### config.mk
export PLATFORM = sky130hd
export DESIGN_NAME = alu_mult_sched
export DESIGN_NICKNAME = d
export VERILOG_FILES = /design/src/rtl/alu_mult_sched.sv
export SDC_FILE = /design/constraint.sdc
export NUM_CORES = 1
export LEC_CHECK = 0
export ABC_AREA = 1
export CAP_MARGIN = 20
export CELL_PAD_IN_SITES_DETAIL_PLACEMENT = 0
export CELL_PAD_IN_SITES_GLOBAL_PLACEMENT = 1
export CORE_MARGIN = 5
export CORE_UTILIZATION = 27
export CTS_CLUSTER_DIAMETER = 150
export DETAILED_ROUTE_END_ITERATION = 6
export PLACE_DENSITY = 0.82
export SLEW_MARGIN = 10
export SYNTH_ARGS = -nofsm -noshare
export SYNTH_HDL_FRONTEND = slang
export SYNTH_SLANG_ARGS = --single-unit
### constraint.sdc
create_clock -name clk -period 2.1 [get_ports clk]
set_input_delay 0.315 -clock clk [delete_from_list [all_inputs] [get_ports clk]]
set_output_delay 0.315 -clock clk [all_outputs]
set_load 0.01 [all_outputs]
### src/rtl/alu_mult_sched.sv
// Round-robin scheduler that shares one external 5x5 multiplier among NREQ requesters.
// Latency: accept cycle N -> rsp_valid at N+2, or at N+1 when either operand is zero.
// Backpressure: holds the response until rsp_ready; new requests are accepted only in IDLE.
module alu_mult_sched #(
    parameter int NREQ = 3
) (
    input  logic                clk,
    input  logic                rst,
    input  logic [NREQ-1:0]     req_valid,
    input  logic [5*NREQ-1:0]   req_a,
    input  logic [5*NREQ-1:0]   req_b,
    output logic [NREQ-1:0]     req_ready,
    output logic [4:0]          mul_a,
    output logic [4:0]          mul_b,
    input  logic [9:0]          mul_result,
    output logic                rsp_valid,
    output logic [1:0]          rsp_id,
    output logic [9:0]          rsp_result,
    input  logic                rsp_ready,
    output logic [7:0]          ops_done
);

    typedef enum logic [1:0] {
        IDLE = 2'd0,
        CALC = 2'd1,
        RESP = 2'd2
    } state_t;

    state_t      state;
    logic [1:0]  last_grant;
    logic        grant_vld;
    logic [1:0]  grant_idx;
    logic [1:0]  cand;
    logic [4:0]  a_arr [NREQ];
    logic [4:0]  b_arr [NREQ];
    logic [4:0]  sel_a;
    logic [4:0]  sel_b;

    // Unpack the per-requester operand slices.
    for (genvar g = 0; g < NREQ; g++) begin : g_unpack
        assign a_arr[g] = req_a[5*g +: 5];
        assign b_arr[g] = req_b[5*g +: 5];
    end

    // Round-robin search starting just after the last granted requester.
    always_comb begin
        grant_vld = 1'b0;
        grant_idx = 2'd0;
        cand      = last_grant;
        for (int k = 0; k < NREQ; k++) begin
            cand = (cand == 2'(NREQ - 1)) ? 2'd0 : cand + 2'd1;
            if (req_valid[cand] && !grant_vld) begin
                grant_vld = 1'b1;
                grant_idx = cand;
            end
        end
    end

    assign sel_a = a_arr[grant_idx];
    assign sel_b = b_arr[grant_idx];

    // Accept strobe is combinational and only ever raised while idle.
    assign req_ready = (state == IDLE && grant_vld) ? (NREQ'(1) << grant_idx) : '0;

    // Scheduler FSM: accept, optional multiply cycle, then hold the response.
    always_ff @(posedge clk or posedge rst) begin
        if (rst) begin
            state      <= IDLE;
            last_grant <= 2'(NREQ - 1);
            mul_a      <= '0;
            mul_b      <= '0;
            rsp_result <= '0;
            rsp_id     <= '0;
            rsp_valid  <= 1'b0;
            ops_done   <= '0;
        end else begin
            case (state)
                IDLE: begin
                    if (grant_vld) begin
                        last_grant <= grant_idx;
                        rsp_id     <= grant_idx;
                        if (sel_a == 5'd0 || sel_b == 5'd0) begin
                            // Product is known to be zero: skip the multiplier.
                            rsp_result <= '0;
                            rsp_valid  <= 1'b1;
                            state      <= RESP;
                        end else begin
                            mul_a <= sel_a;
                            mul_b <= sel_b;
                            state <= CALC;
                        end
                    end
                end
                CALC: begin
                    rsp_result <= mul_result;
                    rsp_valid  <= 1'b1;
                    state      <= RESP;
                end
                RESP: begin
                    if (rsp_ready) begin
                        rsp_valid <= 1'b0;
                        ops_done  <= ops_done + 8'd1;
                        state     <= IDLE;
                    end
                end
                default: state <= IDLE;
            endcase
        end
    end

endmodule
# Word-level counts from Yosys, hierarchy flattened
# Cells that the tools add are included.
[classes] n_addsub=4 multipliers=0 div_mod_pow=0 magnitude_cmp=4 eq_ne=8 n_shift=1 muxes=33 bitwise_logic=2 reduce_logical=17
[op_table] op="$bmux 5 s2" n=2
[op_table] op="$mux 10" n=2
[op_table] op="$mux 5" n=4
[op_table] op="$pmux 10 s2" n=1
[op_table] op="$mux 2" n=9
[op_table] op="$logic_not 5->1" n=2
[op_table] op="$lt 2x3->1 const B" n=3
[op_table] op="$mux 1" n=9
[op_table] op="$add 8x1->8 const B" n=1
[op_table] op="$eq 2x2->1 const B" n=4
[op_table] op="$add 2x1->2 const B" n=3
[op_table] op="$bmux 1 s2" n=3
[op_table] op="$pmux 2 s3" n=1
[op_table] op="$reduce_and 2->1" n=3
[op_table] op="$reduce_and 3->1" n=2
[op_table] op="$ne 2x2->1 const B" n=2
[op_table] op="$reduce_and 4->1" n=1
[op_table] op="$ge 3x3->1 const B" n=1
[op_table] op="$logic_and 1x1->1" n=3
[op_table] op="$mux 3" n=1
[op_table] op="$not 2->3" n=1
[op_table] op="$pmux 1 s3" n=1
[op_table] op="$reduce_bool 3->1" n=1
[op_table] op="$shl 1x2->3 const A" n=1
[op_table] op="other kinds (7)" n=8
[word_totals] register_bits=35 latchBits=0 ramBits=0 rom_bits=0 input_bits=46 out_inout_bits=34 word_cells=77 memories=0

# Depth between registers and ports, before layout
[logic_depth] depth_word=20 depth_mapped=19 mapped_depth_nobuf=17

# Least setup slack after synthesis
# OpenSTA, ideal clock, no wires.
[synth_path] path_kind="register -> register" startpoint="reg last_grant[1]" endpoint="reg mul_b[4]" t_arrival_ps=2062 required_ps=1983 path_slack_ps=-79 stages_incl_launch_ff=18 path_buffers=2 synth_period_minus_slack_ps=2179 path_cell_list="dfstp_2 > buf_6 > inv_1 > nand3_1 > nand2_1 > nor2_1 > nand3_1 > nand2_2 > nand2_4 > o21ai_1 > nor2_1 > nor2_1 > nand3_2 > nand3_2 > nor2_1 > buf_4 > nand2_1 > nand2_1"
[synth_between] elab_chain_len=19 word_cells_on_any_way=37 classes_between="add/sub: 3; eq/ne: 3; mux: 21; bitwise: 2; reduce/logical: 8"
[synth_lines] item="start: declaration" line="30" rtl="logic [1:0] last_grant;"
[synth_lines] item="start signal: assignment" line="69" rtl="last_grant <= 2'(NREQ - 1);"
[synth_lines] item="start signal: assignment" line="80" rtl="last_grant <= grant_idx;"
[synth_lines] item="$add 2x1->2 / $eq 2x2->1 (equally long branches)" line="51" rtl="cand = (cand == 2'(NREQ - 1)) ? 2'd0 : cand + 2'd1;"
[synth_lines] item="$mux 2 (*)" line="51"
[synth_lines] item="branches (longest 17 deep; another with $add 2x1->2)"
[synth_lines] item="end signal: assignment" line="89" rtl="mul_b <= sel_b;"
[synth_lines] item="end: declaration" line="14" rtl="output logic [4:0] mul_b,"
# Mark *: on every way between the ends. The select of a mux whose other input is x is not followed.
# A chain may end at the register's enable or synchronous reset.

# Final worst setup path
[layout_path] startpoint="reg last_grant[1]" endpoint="out req_ready[0]"
[layout_between] elab_chain_len=13 word_cells_on_any_way=28 classes_between="add/sub: 3; eq/ne: 3; shift: 1; mux: 16; reduce/logical: 5"
[layout_lines] item="$add 2x1->2 / $eq 2x2->1 (equally long branches)" line="51"
[layout_lines] item="$mux 2 (*)" line="51"
[layout_lines] item="branches (longest 10 deep; another with $add 2x1->2)"
[layout_lines] item="$mux 3 (*)" line="63" rtl="assign req_ready = (state == IDLE && grant_vld) ? (NREQ'(1) << grant_idx) : '0;"
[layout_lines] item="end: declaration" line="12" rtl="output logic [NREQ-1:0] req_ready,"
# Marks and branches as above.

==> out/summary.log <==
qor: outcome.outcome complete, but fails checks
qor: outcome.violations negative setup slack
qor: pwr.vdd_drop_max 0.5328 mV
qor: place.pre_cts_slack -0.5501 ns
qor: logic_synthesis.postSynthAreaPerCell 7.145 µm²
qor: logic_synthesis.synth.yosys.seq_area_share 0.4368
qor: clocking.tritoncts.num_buffers 5
qor: worst_setup_path.critical-path-top-delay-family simple AND/OR/NAND/NOR gates
qor: routing.wl_per_cell 12.36 µm
qor: cells_and_area.layout-area-overhead-vs-synth 79.15%
qor: worst_setup_path.critical_path.startpoint_type flip-flop
qor: pwr.psw 2.343 mW
qor: routing.route.antenna.remaining_nets 0
qor: worst_setup_path.reg2reg_from last_grant[1]$_DFFE_PP1P_
qor: logic_synthesis.netlist_instances 273
qor: clocking.max-clock-path-buffers 2
qor: worst_setup_path.worst_setup_path_end_kind primary output
qor: clocking.tritoncts_clock_tree yes
qor: clocking.clock_sink_total 34
qor: global_routing.groute.usage.overall 0.1321
qor: worst_setup_path.timing.reg2reg.worst_path_depth 17
qor: worst_setup_path.reg2reg_setup_slack -0.22 ns
qor: timing.fmax 0.4266 GHz
qor: routing.drc 0
qor: global_routing.grt_first_pass_wirelength 9.425 mm
qor: cells_and_area.finalCoreUtilization 0.4897
qor: logic_synthesis.synth_cell_types 26
qor: floorplanning.rows 31
qor: logic_synthesis.synth_top_area_frac 0.4233
qor: clocking.clk_pin_slew_worst_paths 0.07 ns
qor: floorplanning.die-height 95.00 µm
qor: global_routing.grt_remaining_overflow 0
qor: routing.via_per_inst 4.291
qor: clocking.cts_max_level 2
qor: cells_and_area.insertedDiodeCount 0
qor: cells_and_area.layout-drive-gt1-share 0.2962
qor: pwr.cellPowerDensity 1529 nW/µm²
qor: pwr.power.combinational.fraction 0.683
qor: logic_synthesis.postSynthRegisterBits 34
qor: worst_setup_path.crit_path_max_fanout 7
qor: pwr.p_leak 1.746 nW
qor: timing.post-route-worst-setup-slack -0.2442 ns
qor: pwr.power.share.switching 0.4384
qor: routing.via_count 2120
qor: timing.rsz0062_at_grt yes
qor: timing.skew 0.005691 ns
qor: floorplanning.die_width 95.00 µm
qor: timing.final_period_minus_worst_setup_slack 2.344 ns
qor: worst_setup_path.timing.critical_path.arrival 2.03 ns
qor: worst_setup_path.timing.critical_path.slowest_stage_cell dfstp_2
qor: pwr.p_clk_frac 0.091
qor: cells_and_area.final_cell_mix nand2_1, clkdlybuf4s50_1, inv_1, buf_4, dfrtp_1
qor: timing.setup_viol_count_final 26
qor: worst_setup_path.cp_num_buf_inv 3
qor: timing.final_min_period_over_clock_period 1.116
qor: worst_setup_path.crit_top_cell nand2_2
qor: global_routing.first_global_vias 2116
qor: floorplanning.start_util 0.2733
qor: routing.firstDrtPassIters 4
qor: place.placedInstanceArea 3025 µm²
qor: pwr.intPower 3.000 mW
qor: timing.slew_headroom 0.5586
qor: worst_setup_path.slowest_delay 0.61 ns
qor: min_path.worst_hold_path_type in2async
qor: cells_and_area.num-nets-final 441
qor: worst_setup_path.timing.critical_path.required 1.78 ns
qor: logic_synthesis.yosys_warnings 0
qor: floorplanning.top_level_ports 80
qor: worst_setup_path.rr_endpoint rsp_result[8]$_DFFE_PP0P_
qor: cells_and_area.layout.filler_cells 724
qor: pwr.total_power 5.343 mW
qor: timing.max_slew.worst_pin.slew 0.6597 ns
qor: clocking.worst_skew_pair.late_latency 0.28 ns
qor: worst_setup_path.worst-setup-path-type reg2out
qor: worst_setup_path.critical_path.cell_chain buf_12, nor2_4, nand2_2, nand3_4, nand2_2, nand2_2, nand2_4, nand2_4, buf_6, nor3_4, buf_2
qor: logic_synthesis.syn_area 1951 µm²
qor: clocking.cts_root_cell clkbuf_8
qor: global_routing.antenna_found_initial 0
qor: timing.final-hold-violation-count 0
qor: place.globalplace.congestion 0.8693
qor: logic_synthesis.postSynthNetCount 320
qor: timing.timing_max_transition_violations_final 0
qor: routing.finalWirelength 6.105 mm
qor: routing.initialDrtViolationCount 64
qor: flow_run.drv_cap 0
qor: global_routing.maximum_number_of_pins_on_one_net_before_global_route_repair 35
qor: cells_and_area.most_common_cell_after_layout_fill_and_taps_aside nand2_1
qor: floorplanning.core-area 7137 µm²
qor: pwr.pwr-share-seq 0.226
qor: logic_synthesis.synth.top_cells.by_area dfrtp_1, nand2_1, inv_1
qor: place.detailed_place_hpwl 4.382 mm
qor: floorplanning.die_area 9024 µm²
qor: cells_and_area.layout.cell_area.non_filler 3495 µm²
qor: logic_synthesis.synth_area_leader_cell dfrtp_1
qor: place.io_buffers 79
## worst max-delay path by stage
stage	from	to	cells past startpoint
after global routing	last_grant[1]$_DFFE_PP1P_	rsp_result[8]$_DFFE_PP0P_	16
after floorplan	last_grant[1]$_DFFE_PP1P_	rsp_result[0]$_DFFE_PP0P_	19
after detailed placement	req_valid[2]	mul_a[1]$_DFFE_PP0P_	15
after CTS	last_grant[1]$_DFFE_PP1P_	rsp_result[1]$_DFFE_PP0P_	17
final	last_grant[1]$_DFFE_PP1P_	req_ready[0]	11
after global placement	req_valid[2]	req_ready[2]	11
## per-stage QoR
stage	setup TNS [ns]	hold WS, ns	cells
floorplan	-0.1507	0.4060	273
global placement	-11.79	0.4548	467
detailed placement	-12.83	0.4584	467
CTS	-5.474	0.4460	486
global route	-9.369	0.4632	494
finish	-5.153	0.4272	494
## cells by family (layout without fill, tap and decap cells)
kind of cell	count (synthesis)	after routing	synth area share
buf+inv	43	162	0.1020
compound gates	9	9	0.02630
xor+xnor	6	6	0.02694
simple gates	180	183	0.4015
fa+ha+maj	1	1	0.006413
flops	34	34	0.4368
## power by group through the flow
stage | registers (mW) | clock network [mW] | logic, mW
2_1_floorplan | 1.25 | 0 | 1.48
3_3_place_gp | 1.19 | 0 | 2.81
3_5_place_dp | 1.20 | 0 | 2.82
4_1_cts | 1.19 | 0.513 | 3.19
5_1_grt | 1.25 | 0.535 | 4.00
6_report | 1.21 | 0.488 | 3.65
## cells in the mapped netlist
master and instances:
a21oi_2 1, nand4_1 2, nand2_2 2, nor2_1 30, nor3_1 1, dfstp_2 1
o211ai_1 1, nor2_2 2, buf_4 2, ha_1 1, xor2_1 4, nand3_2 4
nand4_2 2, o21ai_1 2, inv_1 35, inv_2 2, nor2_4 1, o21ai_0 2
nand2_4 1, a21oi_1 3, dfrtp_1 33, buf_6 4, nand3_1 24, xnor2_1 2
nand2_1 110, nand3b_1 1
## sequential cells by signal (all words and copies together) (netlist names)
register	count
last_grant	1
mul_a	5
mul_b	5
ops_done	8
rsp_id	2
rsp_result	10
rsp_valid	1
state	2
## final cells by class
cell class | instances | area [µm²] | share of cell area
clock buffer | 7 | 86.33 | 0.02470
sequential | 34 | 853.3 | 0.2442
inverter | 37 | 143.9 | 0.04117
timing repair buffer | 117 | 1094 | 0.3129
clock inverter | 1 | 5.005 | 0.001432
multi-input combinational | 199 | 1189 | 0.3401
tap | 99 | 123.9 | 0.03545
## repair_timing
item / in CTS / in global routing
endpoints found under the hold margin: 0 / 0
setup buffers: 9 / 7
hold buffers: 0 / 0
gates cloned: 2 / 1
resized for setup: 32 / 45
setup endpoints to repair: 26 / 26
pin swaps: 13 / 30
## layer usage
metal  global-route usage  vias up  wire length [µm]
li1                     -     1079                 -
met1               0.1654      994              2675
met2               0.2296       43              3185
met3              0.03108        4               201
met4              0.03005        0                42
met5                    0        -                 0
## worst reg2reg max path: cells and delay by family (launching register included)
kind          cells  cell delay [ns]
buf+inv           2             0.25
flops             1             0.61
simple gates     15             1.35
No activity file was read; power rests on OpenSTA's default activity.
